File: src/rtl/bram_loader_pkg.sv
// Shared types and helpers for the block-RAM stream loader: FSM states,
// error codes and the payload checksum step.
package bram_loader_pkg;

   typedef enum logic [2:0] {
      S_HDR0,
      S_HDR1,
      S_HDR2,
      S_HDR3,
      S_DATA,
      S_CSUM,
      S_VERIFY,
      S_DONE
   } state_t;

   typedef enum logic [1:0] {
      ERR_NONE   = 2'd0,
      ERR_LEN    = 2'd1,
      ERR_CSUM   = 2'd2,
      ERR_VERIFY = 2'd3
   } err_t;

   localparam int HDR_BYTES = 4;

   function automatic logic [7:0] csum_add(input logic [7:0] sum, input logic [7:0] dataByte);
      return sum + dataByte;
   endfunction

endpackage

File: src/rtl/loader_readback.sv
// Readback checker: walks start..start+N-1 one address per cycle, follows the
// two-cycle RAM read latency with a valid pipe and compares the summed data.
module loader_readback
   import bram_loader_pkg::*;
#(
   parameter int AWID = 12
) (
   input  logic            clk_i,
   input  logic            rst_i,
   input  logic            start_i,
   input  logic [AWID-1:0] startAddr_i,
   input  logic [16:0]     count_i,
   input  logic [7:0]      expected_i,
   input  logic [7:0]      rdData_i,
   output logic [AWID-1:0] rdAddr_o,
   output logic            busy_o,
   output logic            mismatch_o,
   output logic            fin_o
);

   logic [AWID-1:0] addr_q, addr_d;
   logic [16:0]     remain_q, remain_d;
   logic [1:0]      valid_q, valid_d;
   logic [7:0]      sum_q, sum_d;
   logic            issue;

   always_comb begin
      issue    = (remain_q != '0);
      addr_d   = addr_q;
      remain_d = remain_q;
      sum_d    = sum_q;
      valid_d  = {valid_q[0], issue};
      if (valid_q[1]) sum_d = csum_add(sum_q, rdData_i);
      if (start_i) begin
         addr_d   = startAddr_i;
         remain_d = count_i;
         sum_d    = '0;
         valid_d  = '0;
      end else if (issue) begin
         addr_d   = addr_q + AWID'(1);
         remain_d = remain_q - 17'd1;
      end
   end

   always_ff @(posedge clk_i) begin
      if (rst_i) begin
         addr_q   <= '0;
         remain_q <= '0;
         valid_q  <= '0;
         sum_q    <= '0;
      end else begin
         addr_q   <= addr_d;
         remain_q <= remain_d;
         valid_q  <= valid_d;
         sum_q    <= sum_d;
      end
   end

   // Reads are contiguous, so the last return is the only cycle with stage 1 valid and stage 0 empty.
   assign rdAddr_o   = addr_q;
   assign busy_o     = issue;
   assign fin_o      = valid_q[1] & ~valid_q[0];
   assign mismatch_o = (csum_add(sum_q, rdData_i) != expected_i);

endmodule

File: src/rtl/bram_stream_loader.sv
// Framed byte-stream loader for the byte-wide block RAM: captures the header,
// writes the payload, then reads the span back and reports done/error status.
module bram_stream_loader
   import bram_loader_pkg::*;
#(
   parameter int AWID = 12,
   parameter int DWID = 8
) (
   input  logic            clk,
   input  logic            rst,
   input  logic [7:0]      s_data,
   input  logic            s_valid,
   output logic            s_ready,
   output logic [AWID-1:0] ram_addr,
   output logic [DWID-1:0] ram_din,
   output logic            ram_wen,
   input  logic [DWID-1:0] ram_dout,
   output logic            busy,
   output logic            done,
   output logic            err,
   output logic [1:0]      err_code
);

   if (DWID != 8) begin : gDwidCheck
      $error("bram_stream_loader: DWID must be 8");
   end

   localparam logic [16:0] DEPTH = 17'(1) << AWID;

   state_t          state_q, state_d;
   err_t            errCode_q, errCode_d;
   logic [AWID-1:0] start_q, start_d;
   logic [AWID-1:0] cur_q, cur_d;
   logic [7:0]      lenHi_q, lenHi_d;
   logic [16:0]     lenN_q, lenN_d;
   logic [16:0]     dataCnt_q, dataCnt_d;
   logic [7:0]      sum_q, sum_d;
   logic            busy_q, busy_d;
   logic [AWID-1:0] ramAddr_q, ramAddr_d;
   logic [DWID-1:0] ramDin_q, ramDin_d;
   logic            ramWen_q, ramWen_d;
   logic            accept, inHeader, rbStart;
   logic [AWID-1:0] rbAddr;
   logic            rbBusy, rbMismatch, rbFin;

   assign inHeader = (int'(state_q) < HDR_BYTES);
   assign s_ready  = !rst && (inHeader || state_q == S_DATA || state_q == S_CSUM);
   assign accept   = s_valid && s_ready;

   loader_readback #(.AWID(AWID)) uReadback (
      .clk_i       (clk),
      .rst_i       (rst),
      .start_i     (rbStart),
      .startAddr_i (start_q),
      .count_i     (lenN_q),
      .expected_i  (sum_q),
      .rdData_i    (ram_dout),
      .rdAddr_o    (rbAddr),
      .busy_o      (rbBusy),
      .mismatch_o  (rbMismatch),
      .fin_o       (rbFin)
   );

   always_comb begin
      state_d   = state_q;
      errCode_d = errCode_q;
      start_d   = start_q;
      cur_d     = cur_q;
      lenHi_d   = lenHi_q;
      lenN_d    = lenN_q;
      dataCnt_d = dataCnt_q;
      sum_d     = sum_q;
      busy_d    = busy_q;
      ramAddr_d = ramAddr_q;
      ramDin_d  = ramDin_q;
      ramWen_d  = 1'b0;
      rbStart   = 1'b0;
      unique case (state_q)
         S_HDR0: if (accept) begin
            // Start address is assembled in place; bits above AWID fall off in the casts.
            start_d   = AWID'({s_data, 8'h00});
            busy_d    = 1'b1;
            errCode_d = ERR_NONE;
            sum_d     = '0;
            state_d   = S_HDR1;
         end
         S_HDR1: if (accept) begin
            start_d = start_q | AWID'(s_data);
            state_d = S_HDR2;
         end
         S_HDR2: if (accept) begin
            lenHi_d = s_data;
            state_d = S_HDR3;
         end
         S_HDR3: if (accept) begin
            lenN_d    = {1'b0, lenHi_q, s_data} + 17'd1;
            dataCnt_d = lenN_d;
            cur_d     = start_q;
            if (lenN_d > DEPTH) errCode_d = ERR_LEN;
            state_d   = S_DATA;
         end
         S_DATA: if (accept) begin
            sum_d = csum_add(sum_q, s_data);
            if (errCode_q != ERR_LEN) begin
               ramWen_d  = 1'b1;
               ramAddr_d = cur_q;
               ramDin_d  = DWID'(s_data);
            end
            cur_d     = cur_q + AWID'(1);
            dataCnt_d = dataCnt_q - 17'd1;
            if (dataCnt_q == 17'd1) state_d = S_CSUM;
         end
         S_CSUM: if (accept) begin
            if (errCode_q != ERR_NONE) begin
               state_d = S_DONE;
            end else if (s_data != sum_q) begin
               errCode_d = ERR_CSUM;
               state_d   = S_DONE;
            end else begin
               rbStart = 1'b1;
               state_d = S_VERIFY;
            end
         end
         S_VERIFY: begin
            if (rbBusy) ramAddr_d = rbAddr;
            if (rbFin) begin
               if (rbMismatch) errCode_d = ERR_VERIFY;
               state_d = S_DONE;
            end
         end
         S_DONE: begin
            busy_d  = 1'b0;
            state_d = S_HDR0;
         end
         default: state_d = S_HDR0;
      endcase
   end

   // Reset also squashes a write requested on the same edge.
   always_ff @(posedge clk) begin
      if (rst) begin
         state_q   <= S_HDR0;
         errCode_q <= ERR_NONE;
         start_q   <= '0;
         cur_q     <= '0;
         lenHi_q   <= '0;
         lenN_q    <= '0;
         dataCnt_q <= '0;
         sum_q     <= '0;
         busy_q    <= 1'b0;
         ramAddr_q <= '0;
         ramDin_q  <= '0;
         ramWen_q  <= 1'b0;
      end else begin
         state_q   <= state_d;
         errCode_q <= errCode_d;
         start_q   <= start_d;
         cur_q     <= cur_d;
         lenHi_q   <= lenHi_d;
         lenN_q    <= lenN_d;
         dataCnt_q <= dataCnt_d;
         sum_q     <= sum_d;
         busy_q    <= busy_d;
         ramAddr_q <= ramAddr_d;
         ramDin_q  <= ramDin_d;
         ramWen_q  <= ramWen_d;
      end
   end

   assign ram_addr = ramAddr_q;
   assign ram_din  = ramDin_q;
   assign ram_wen  = ramWen_q;
   assign busy     = busy_q;
   assign done     = (state_q == S_DONE);
   assign err      = (errCode_q != ERR_NONE);
   assign err_code = errCode_q;

endmodule
File: config.mk
export PLATFORM = sky130hd
export DESIGN_NAME = bram_stream_loader
export DESIGN_NICKNAME = d
export VERILOG_FILES = /design/src/rtl/bram_loader_pkg.sv /design/src/rtl/loader_readback.sv /design/src/rtl/bram_stream_loader.sv
export SDC_FILE = /design/constraint.sdc
export NUM_CORES = 1
export LEC_CHECK = 0
export BUFFER_PORTS_ARGS = -buffer_cell sky130_fd_sc_hd__buf_4
export CORE_MARGIN = 2
export CORE_UTILIZATION = 55
export CTS_CLUSTER_DIAMETER = 120
export DETAILED_ROUTE_END_ITERATION = 8
export PLACE_DENSITY = 0.73
export SYNTH_ARGS = -nofsm -noshare
export SYNTH_HDL_FRONTEND = slang
export SYNTH_SLANG_ARGS = --single-unit
File: constraint.sdc
create_clock -name clk -period 3.8 [get_ports clk]
set_input_delay 0.38 -clock clk [delete_from_list [all_inputs] [get_ports clk]]
set_output_delay 0.38 -clock clk [all_outputs]
set_load 0.01 [all_outputs]
==> impl_metrics.py, run 1 <==
metrics = {
    "worst_setup_path": {
        "startpoint": "uReadback.remain_q[7]",
        "regToRegSetupSlack_ps": 990,
        "critPathMaxFanout": 22,
        "data_arrival_at_the_endpoint_of_the_critical_path_ps": 3080,
        "setup.worst_path.end": "ram_addr[5]",
        "critical_path_class": "reg2reg",
        "crit_path_cell_trace": "or4_4 -> nor4_1 -> nor4b_4 -> buf_4 -> o21ai_2 -> buf_4 -> nor2_1 -> a311oi_2",
        "worst_ep_required_time_ps": 4070,
        "worstPathBufferInverterCount": 2,
        "max_stage_delay_ps": 560,
        "critical-path-top-delay-family": "simple AND/OR/NAND/NOR gates",
        "setup.worst_path.end_class": "register",
        "cp_common_cell": "sky130_fd_sc_hd__buf_4",
        "critical_path.reg2reg.startpoint": "uReadback.remain_q[7]",
        "critPathSlowestCell": "sky130_fd_sc_hd__or4_4",
        "worst_r2r_endpoint": "ram_addr[5]",
        "worstSetupPathDepth": 8,
        "length_in_cells_of_the_worst_reg_to_reg_path": 8,
        "startpoint_type": "register",
    },
    "layout": {
        "stdcell_area_um2": 8850,
        "nNetsFinal": 1034,
        "final_util": 0.640,
        "number_of_diodes_added_for_antenna_fixing": 0,
        "final_layout_size_suffix_gt1_frac": 0.128,
        "mostFrequentLayoutCells": "140 x sky130_fd_sc_hd__dfxtp_1, 138 x sky130_fd_sc_hd__nor2_1, 91 x sky130_fd_sc_hd__nand2_1, 90 x sky130_fd_sc_hd__a21oi_1, 67 x sky130_fd_sc_hd__buf_4",
        "synthToLayoutAreaGrowth_pct": 14.4,
        "most_common_library_cell_in_the_layout_ignoring_fill_and_taps": "sky130_fd_sc_hd__dfxtp_1",
        "filler_cell_count_in_the_final_layout": 1191,
    },
    "die": {
        "initial_core_util": 0.560,
        "floorplan.die.width_um": 123,
        "io_pins": 46,
        "dieHeight_um": 123,
        "coreArea_um2": 13800,
        "die-area_um2": 15000,
        "row_count": 43,
    },
    "cts": {
        "cts-hold-fix-buffers": 0,
        "cts-htree-levels": 4,
        "cts.repair_timing.setup_buffer_count": 0,
        "inserted_clock_buffers": 17,
        "cts.path.max_buffers": 2,
        "cts.root.buffer_cell": "sky130_fd_sc_hd__clkbuf_16",
        "clock_sinks": 140,
        "path_clk_slew_ps": 60,
        "ctsResizeCount": 0,
        "cts_tree": "yes",
        "clock_insertion_delay_worst_skew_ps": 420,
    },
    "place": {
        "globalplace.congestion": 0.854,
        "port_buffers": 45,
        "placedInstanceArea_um2": 8190,
        "place.detailed.hpwl_um": 13400,
    },
    "timing": {
        "max-slew-margin-rel": 0.335,
        "hold-worst-slack_ps": 286,
        "setup_tns_ps": 0,
        "drv_slew": 0,
        "final-hold-violation-count": 0,
        "setup_viol_count_final": 0,
        "rsz0062_at_grt": "false",
        "timing.fmax_mhz": 356,
        "fin_worst_skew_ps": 7.92,
        "final_period_minus_worst_setup_slack_ps": 2810,
        "layout_worst_path_cycle_share": 0.740,
        "max_slew.worst_pin.slew_ps": 989,
    },
    "run": {
        "max_cap_violations": 0,
    },
    "synthesis": {
        "synth_top_cell_area_share": 0.362,
        "synthArstFlopShare": 0,
        "syn-cell-area_um2": 7740,
        "synth-seq-area-share": 0.362,
        "syn-mean-instance-area_um2": 7.93,
        "synth-warning-count": 0,
        "synth_top_area_cell": "sky130_fd_sc_hd__dfxtp_1",
        "prevailing_post_synth_register_cell": "sky130_fd_sc_hd__dfxtp_1",
        "synth_edf_count": 0,
        "synth_seq_cells": 140,
        "post_synth_main_area_contributors": "sky130_fd_sc_hd__dfxtp_1 36%, sky130_fd_sc_hd__nor2_1 6.7%, sky130_fd_sc_hd__a21oi_1 5.8%",
        "synthesis.nets": 1018,
        "synth_unique_cells": 63,
        "post_synth_inst_count": 976,
    },
    "global_route": {
        "use_met1": 0.394,
        "gr-total-overflow": 0,
        "pin_count_of_the_biggest_net_entering_global_routing": 74,
        "gr-usage-met2": 0.425,
        "globalRoute.busiestLayer": "met2",
        "grt_pass1_vias": 6363,
        "grt.met3_usage": 0.0576,
        "global_route.usage.total": 0.277,
        "grt_antenna_before_repair": 0,
        "grt_pass1_wl_um": 32600,
    },
    "drt": {
        "drc_errors": 0,
        "initialDrtViolationCount": 583,
        "routed-via-count": 7167,
        "drt_pass1_iterations": 6,
        "ant_nets": 0,
        "route.detailed.vias_per_inst": 6.05,
        "route.detailed.wl_per_inst_um": 16.9,
        "totalWireLength_um": 20000,
    },
    "pwr": {
        "power_leakage_nw": 3.28,
        "fin_total_pwr_mw": 4.63,
        "power-per-cell-area_nw_per_um2": 523,
        "power.ir.vdd_worst_v": 0.000393,
    },
    "hold_path": {
        "hold_path.class": "in2reg",
        "hp-start": "s_valid",
    },
    "run_status": {
        "outcome": "completed",
    },
}
[synth_stat cells, types with 14 or more instances]
| library cell | n |
|---|---|
| sky130_fd_sc_hd__dfxtp_1 | 140 |
| sky130_fd_sc_hd__nor2_1 | 138 |
| sky130_fd_sc_hd__nand2_1 | 91 |
| sky130_fd_sc_hd__a21oi_1 | 90 |
| sky130_fd_sc_hd__clkbuf_1 | 61 |
| sky130_fd_sc_hd__nand3_1 | 52 |
| sky130_fd_sc_hd__o21ai_0 | 42 |
| sky130_fd_sc_hd__xnor2_1 | 38 |
| sky130_fd_sc_hd__a211oi_1 | 34 |
| sky130_fd_sc_hd__nor3_1 | 31 |
| sky130_fd_sc_hd__xor2_1 | 25 |
| sky130_fd_sc_hd__ha_1 | 21 |
| sky130_fd_sc_hd__inv_1 | 16 |
| sky130_fd_sc_hd__mux2i_1 | 16 |
| sky130_fd_sc_hd__a311oi_2 | 14 |
| sky130_fd_sc_hd__nor4_1 | 14 |
[cell families after synthesis]
family,count (synthesis),share of synthesized area
and+or+nand+nor,405,0.250
muxes,17,0.0221
AOI/OAI and AO/OA,241,0.207
adders and majority gates,23,0.0391
buffers and inverters,86,0.0451
DFF,140,0.362
xor gates and xnor gates,64,0.0742
[worst reg2reg max path: cells and delay by family, from the launching register on]
kind | cells | cell delay (ps)
compound gates | 2 | 180
flops | 1 | 350
buf+inv | 2 | 520
simple gates | 4 | 1610
[cell type report]
cell class | count | area [um^2] | share of cell area
flip-flops and latches | 140 | 2800 | 0.317
well taps | 180 | 225 | 0.0254
clock buffers | 21 | 480 | 0.0543
inverters | 16 | 60.1 | 0.00678
multi-input cells | 750 | 4600 | 0.519
clock inverters | 11 | 186 | 0.0211
repair buffers | 67 | 503 | 0.0568
[through the flow]
stage          setup WS, ps  instances
3_5_place_dp            962       1153
4_1_cts                1020       1185
6_report                987       1185
5_1_grt                 777       1185
3_3_place_gp            964       1153
2_1_floorplan          1290        976
[metal layers]
layer / share of wire / up-vias
li1: - / 3513
met4: 0.015 / 0
met2: 0.45 / 254
met3: 0.065 / 29
met1: 0.47 / 3371
met5: 0 / -
[sequential cells by signal, indices dropped and copies added (netlist names)]
name                cells
ram_din                 8
ram_wen                 1
err_code                2
lenN_q                 17
uReadback.sum_q         8
sum_q                   8
busy                    1
uReadback.rdAddr_o     12
lenHi_q                 8
uReadback.valid_q       2
ram_addr               12
start_q                12
cur_q                  12
state_q                 3
dataCnt_q              17
uReadback.remain_q     17
[where the power goes]
part / total [mW] / switching, mW / internal [mW] / leakage (nW)
combinational: 1.04 / 0.563 / 0.481 / 1.82
clock: 1.88 / 0.646 / 1.23 / 0.329
sequential: 1.71 / 0.123 / 1.58 / 1.13
[worst min path at each step]
stage	to	slack, ps	cells past startpoint
2_1_floorplan	uReadback.remain_q[1]	430	2
3_3_place_gp	uReadback.remain_q[0]	450	2
5_1_grt	state_q[1]	300	3
3_5_place_dp	lenN_q[16]	450	2
6_report	state_q[1]	290	3
4_1_cts	state_q[1]	270	3
Note: power is estimated with default switching activity, not from simulation.
==> run 2, diff against run 1 <==
==> constraint.sdc (replaced) <==
create_clock -name clk -period 2.7 [get_ports clk]
set_input_delay 0.27 -clock clk [delete_from_list [all_inputs] [get_ports clk]]
set_output_delay 0.27 -clock clk [all_outputs]
set_load 0.01 [all_outputs]
==> run 2 against run 1 <==
Compared with the run above:
- total power up 35%
- first-iteration DRC count up 21%
- sequential power up 39%
- non-clock buffer count up 18
- hold slack worse by 110 ps
- register-to-register slack worse by 810 ps
- die area unchanged
- critical path depth down 1
- largest power group is now sequential cells
- highest routed layer unchanged
==> impl_metrics.py, run 2 (synthesis gave the netlist of run 1 again) <==
metrics = {
    "hold_path": {
        "timing.hold.worst_path_depth": 3,
        "hold_path.class": "in2reg",
        "hp-start": "s_valid",
    },
    "worst_setup_path": {
        "worst_ep_required_time_ps": 2960,
        "setup.worst_path.end_class": "register",
        "length_in_cells_of_the_worst_reg_to_reg_path": 7,
        "critical_path.reg2reg.startpoint": "uReadback.remain_q[2]",
        "critical_path_class": "reg2reg",
        "critPathMaxFanout": 24,
        "startpoint": "uReadback.remain_q[2]",
        "startpoint_type": "register",
        "data_arrival_at_the_endpoint_of_the_critical_path_ps": 2780,
    },
    "die": {
        "dieHeight_um": 123,
        "initial_core_util": 0.560,
        "die-area_um2": 15000,
        "row_count": 43,
        "io_pins": 46,
        "floorplan.die.width_um": 123,
        "coreArea_um2": 13800,
    },
    "layout": {
        "number_of_diodes_added_for_antenna_fixing": 0,
        "largestRegisters": "dataCnt_q: 17 flops, lenN_q: 17 flops, uReadback.remain_q: 17 flops",
        "most_common_library_cell_in_the_layout_ignoring_fill_and_taps": "sky130_fd_sc_hd__dfxtp_1",
        "mostFrequentLayoutCells": "140 x sky130_fd_sc_hd__dfxtp_1, 138 x sky130_fd_sc_hd__nor2_1, 91 x sky130_fd_sc_hd__nand2_1, 90 x sky130_fd_sc_hd__a21oi_1, 83 x sky130_fd_sc_hd__buf_4",
        "synthToLayoutAreaGrowth_pct": 15.5,
        "nNetsFinal": 1052,
        "stdcell_area_um2": 8940,
        "final_layout_size_suffix_gt1_frac": 0.143,
    },
    "cts": {
        "path_clk_slew_ps": 60,
        "cts-hold-fix-buffers": 0,
        "cts.repair_timing.setup_buffer_count": 0,
        "cts_tree": "yes",
        "cts.path.max_buffers": 2,
        "cts.root.buffer_cell": "sky130_fd_sc_hd__clkbuf_16",
        "ctsResizeCount": 0,
        "inserted_clock_buffers": 17,
        "clock_insertion_delay_worst_skew_ps": 420,
        "clock_sinks": 140,
        "cts-htree-levels": 4,
    },
    "run": {
        "max_cap_violations": 0,
    },
    "timing": {
        "timing.fmax_mhz": 396,
        "max-slew-margin-rel": 0.432,
        "setup_viol_count_final": 0,
        "drv_slew": 0,
        "final_period_minus_worst_setup_slack_ps": 2520,
        "layout_worst_path_cycle_share": 0.934,
        "fin_worst_skew_ps": 9.17,
        "max_slew.worst_pin.slew_ps": 845,
        "final-hold-violation-count": 0,
        "rsz0062_at_grt": "false",
    },
    "drt": {
        "routed-via-count": 7175,
        "ant_nets": 0,
        "drc_errors": 0,
        "drt_pass1_iterations": 5,
        "route.detailed.vias_per_inst": 5.97,
        "totalWireLength_um": 19800,
        "route.detailed.wl_per_inst_um": 16.5,
        "initialDrtViolationCount": 703,
    },
    "global_route": {
        "grt_pass1_vias": 6501,
        "grt_pass1_wl_um": 32400,
        "gr-total-overflow": 0,
        "global_route.usage.total": 0.275,
        "grt_antenna_before_repair": 0,
        "pin_count_of_the_biggest_net_entering_global_routing": 73,
    },
    "place": {
        "globalplace.congestion": 0.897,
        "place.detailed.hpwl_um": 13900,
        "port_buffers": 45,
        "placedInstanceArea_um2": 8350,
    },
    "pwr": {
        "power-per-cell-area_nw_per_um2": 701,
        "fin_total_pwr_mw": 6.26,
        "power_leakage_nw": 3.33,
        "power.ir.vdd_worst_v": 0.000380,
    },
    "run_status": {
        "outcome": "completed",
    },
}
==> run 2: report_power, final <==
| part | switching, mW | internal, mW |
|---|---|---|
| Combinational | 0.853 | 0.781 |
| Clock | 0.864 | 1.39 |
| Sequential | 0.143 | 2.23 |
| Total | 1.86 | 4.40 |
==> run 2: worst paths after layout <==
| kind | endpoint | slack (ps) |
|---|---|---|
| max | ram_addr[9] | 180 |
| min | state_q[1] | 180 |
| max reg2reg | ram_addr[9] | 180 |
| min reg2reg | uReadback.remain_q[1] | 460 |
==> run 2: cell type report <==
class,instances,area [um^2]
sequential,140,2800
fill,1184,4890
tap,180,225
clock buffer,23,468
inverter,16,60.1
clock inverter,8,92.6
timing repair buffer,85,663
multi-input combinational,750,4630
==> run 2: through the flow <==
step | instances | setup WS, ps | utilization | setup TNS [ps] | hold slack, ps
after global placement | 1171 | 57.4 | 0.604 | 0 | 444
after detailed placement | 1171 | -13.4 | 0.604 | -13.4 | 447
after global routing | 1202 | 1.07 | 0.646 | 0 | 180
final | 1202 | 177 | 0.646 | 0 | 175
after floorplan | 976 | 255 | - | 0 | 379
after CTS | 1202 | 6.23 | 0.644 | 0 | 164
==> run 2: layer usage <==
layer	share of wire	track usage	up-vias	wire length (um)
li1	-	-	3557	-
met1	0.47	0.386	3342	9350
met2	0.45	0.425	250	8900
met3	0.066	0.0618	26	1300
met4	0.013	0.0797	0	256
met5	0	0	-	0
==> run 2: critical path, cell delays in order, from the launching register on <==
cell	delay, ps
sky130_fd_sc_hd__dfxtp_1	340
sky130_fd_sc_hd__or4_4	560
sky130_fd_sc_hd__or4_4	450
sky130_fd_sc_hd__nor4b_4	320
sky130_fd_sc_hd__buf_12	210
sky130_fd_sc_hd__o21ai_4	210
sky130_fd_sc_hd__nor2_1	200
sky130_fd_sc_hd__a311oi_2	60
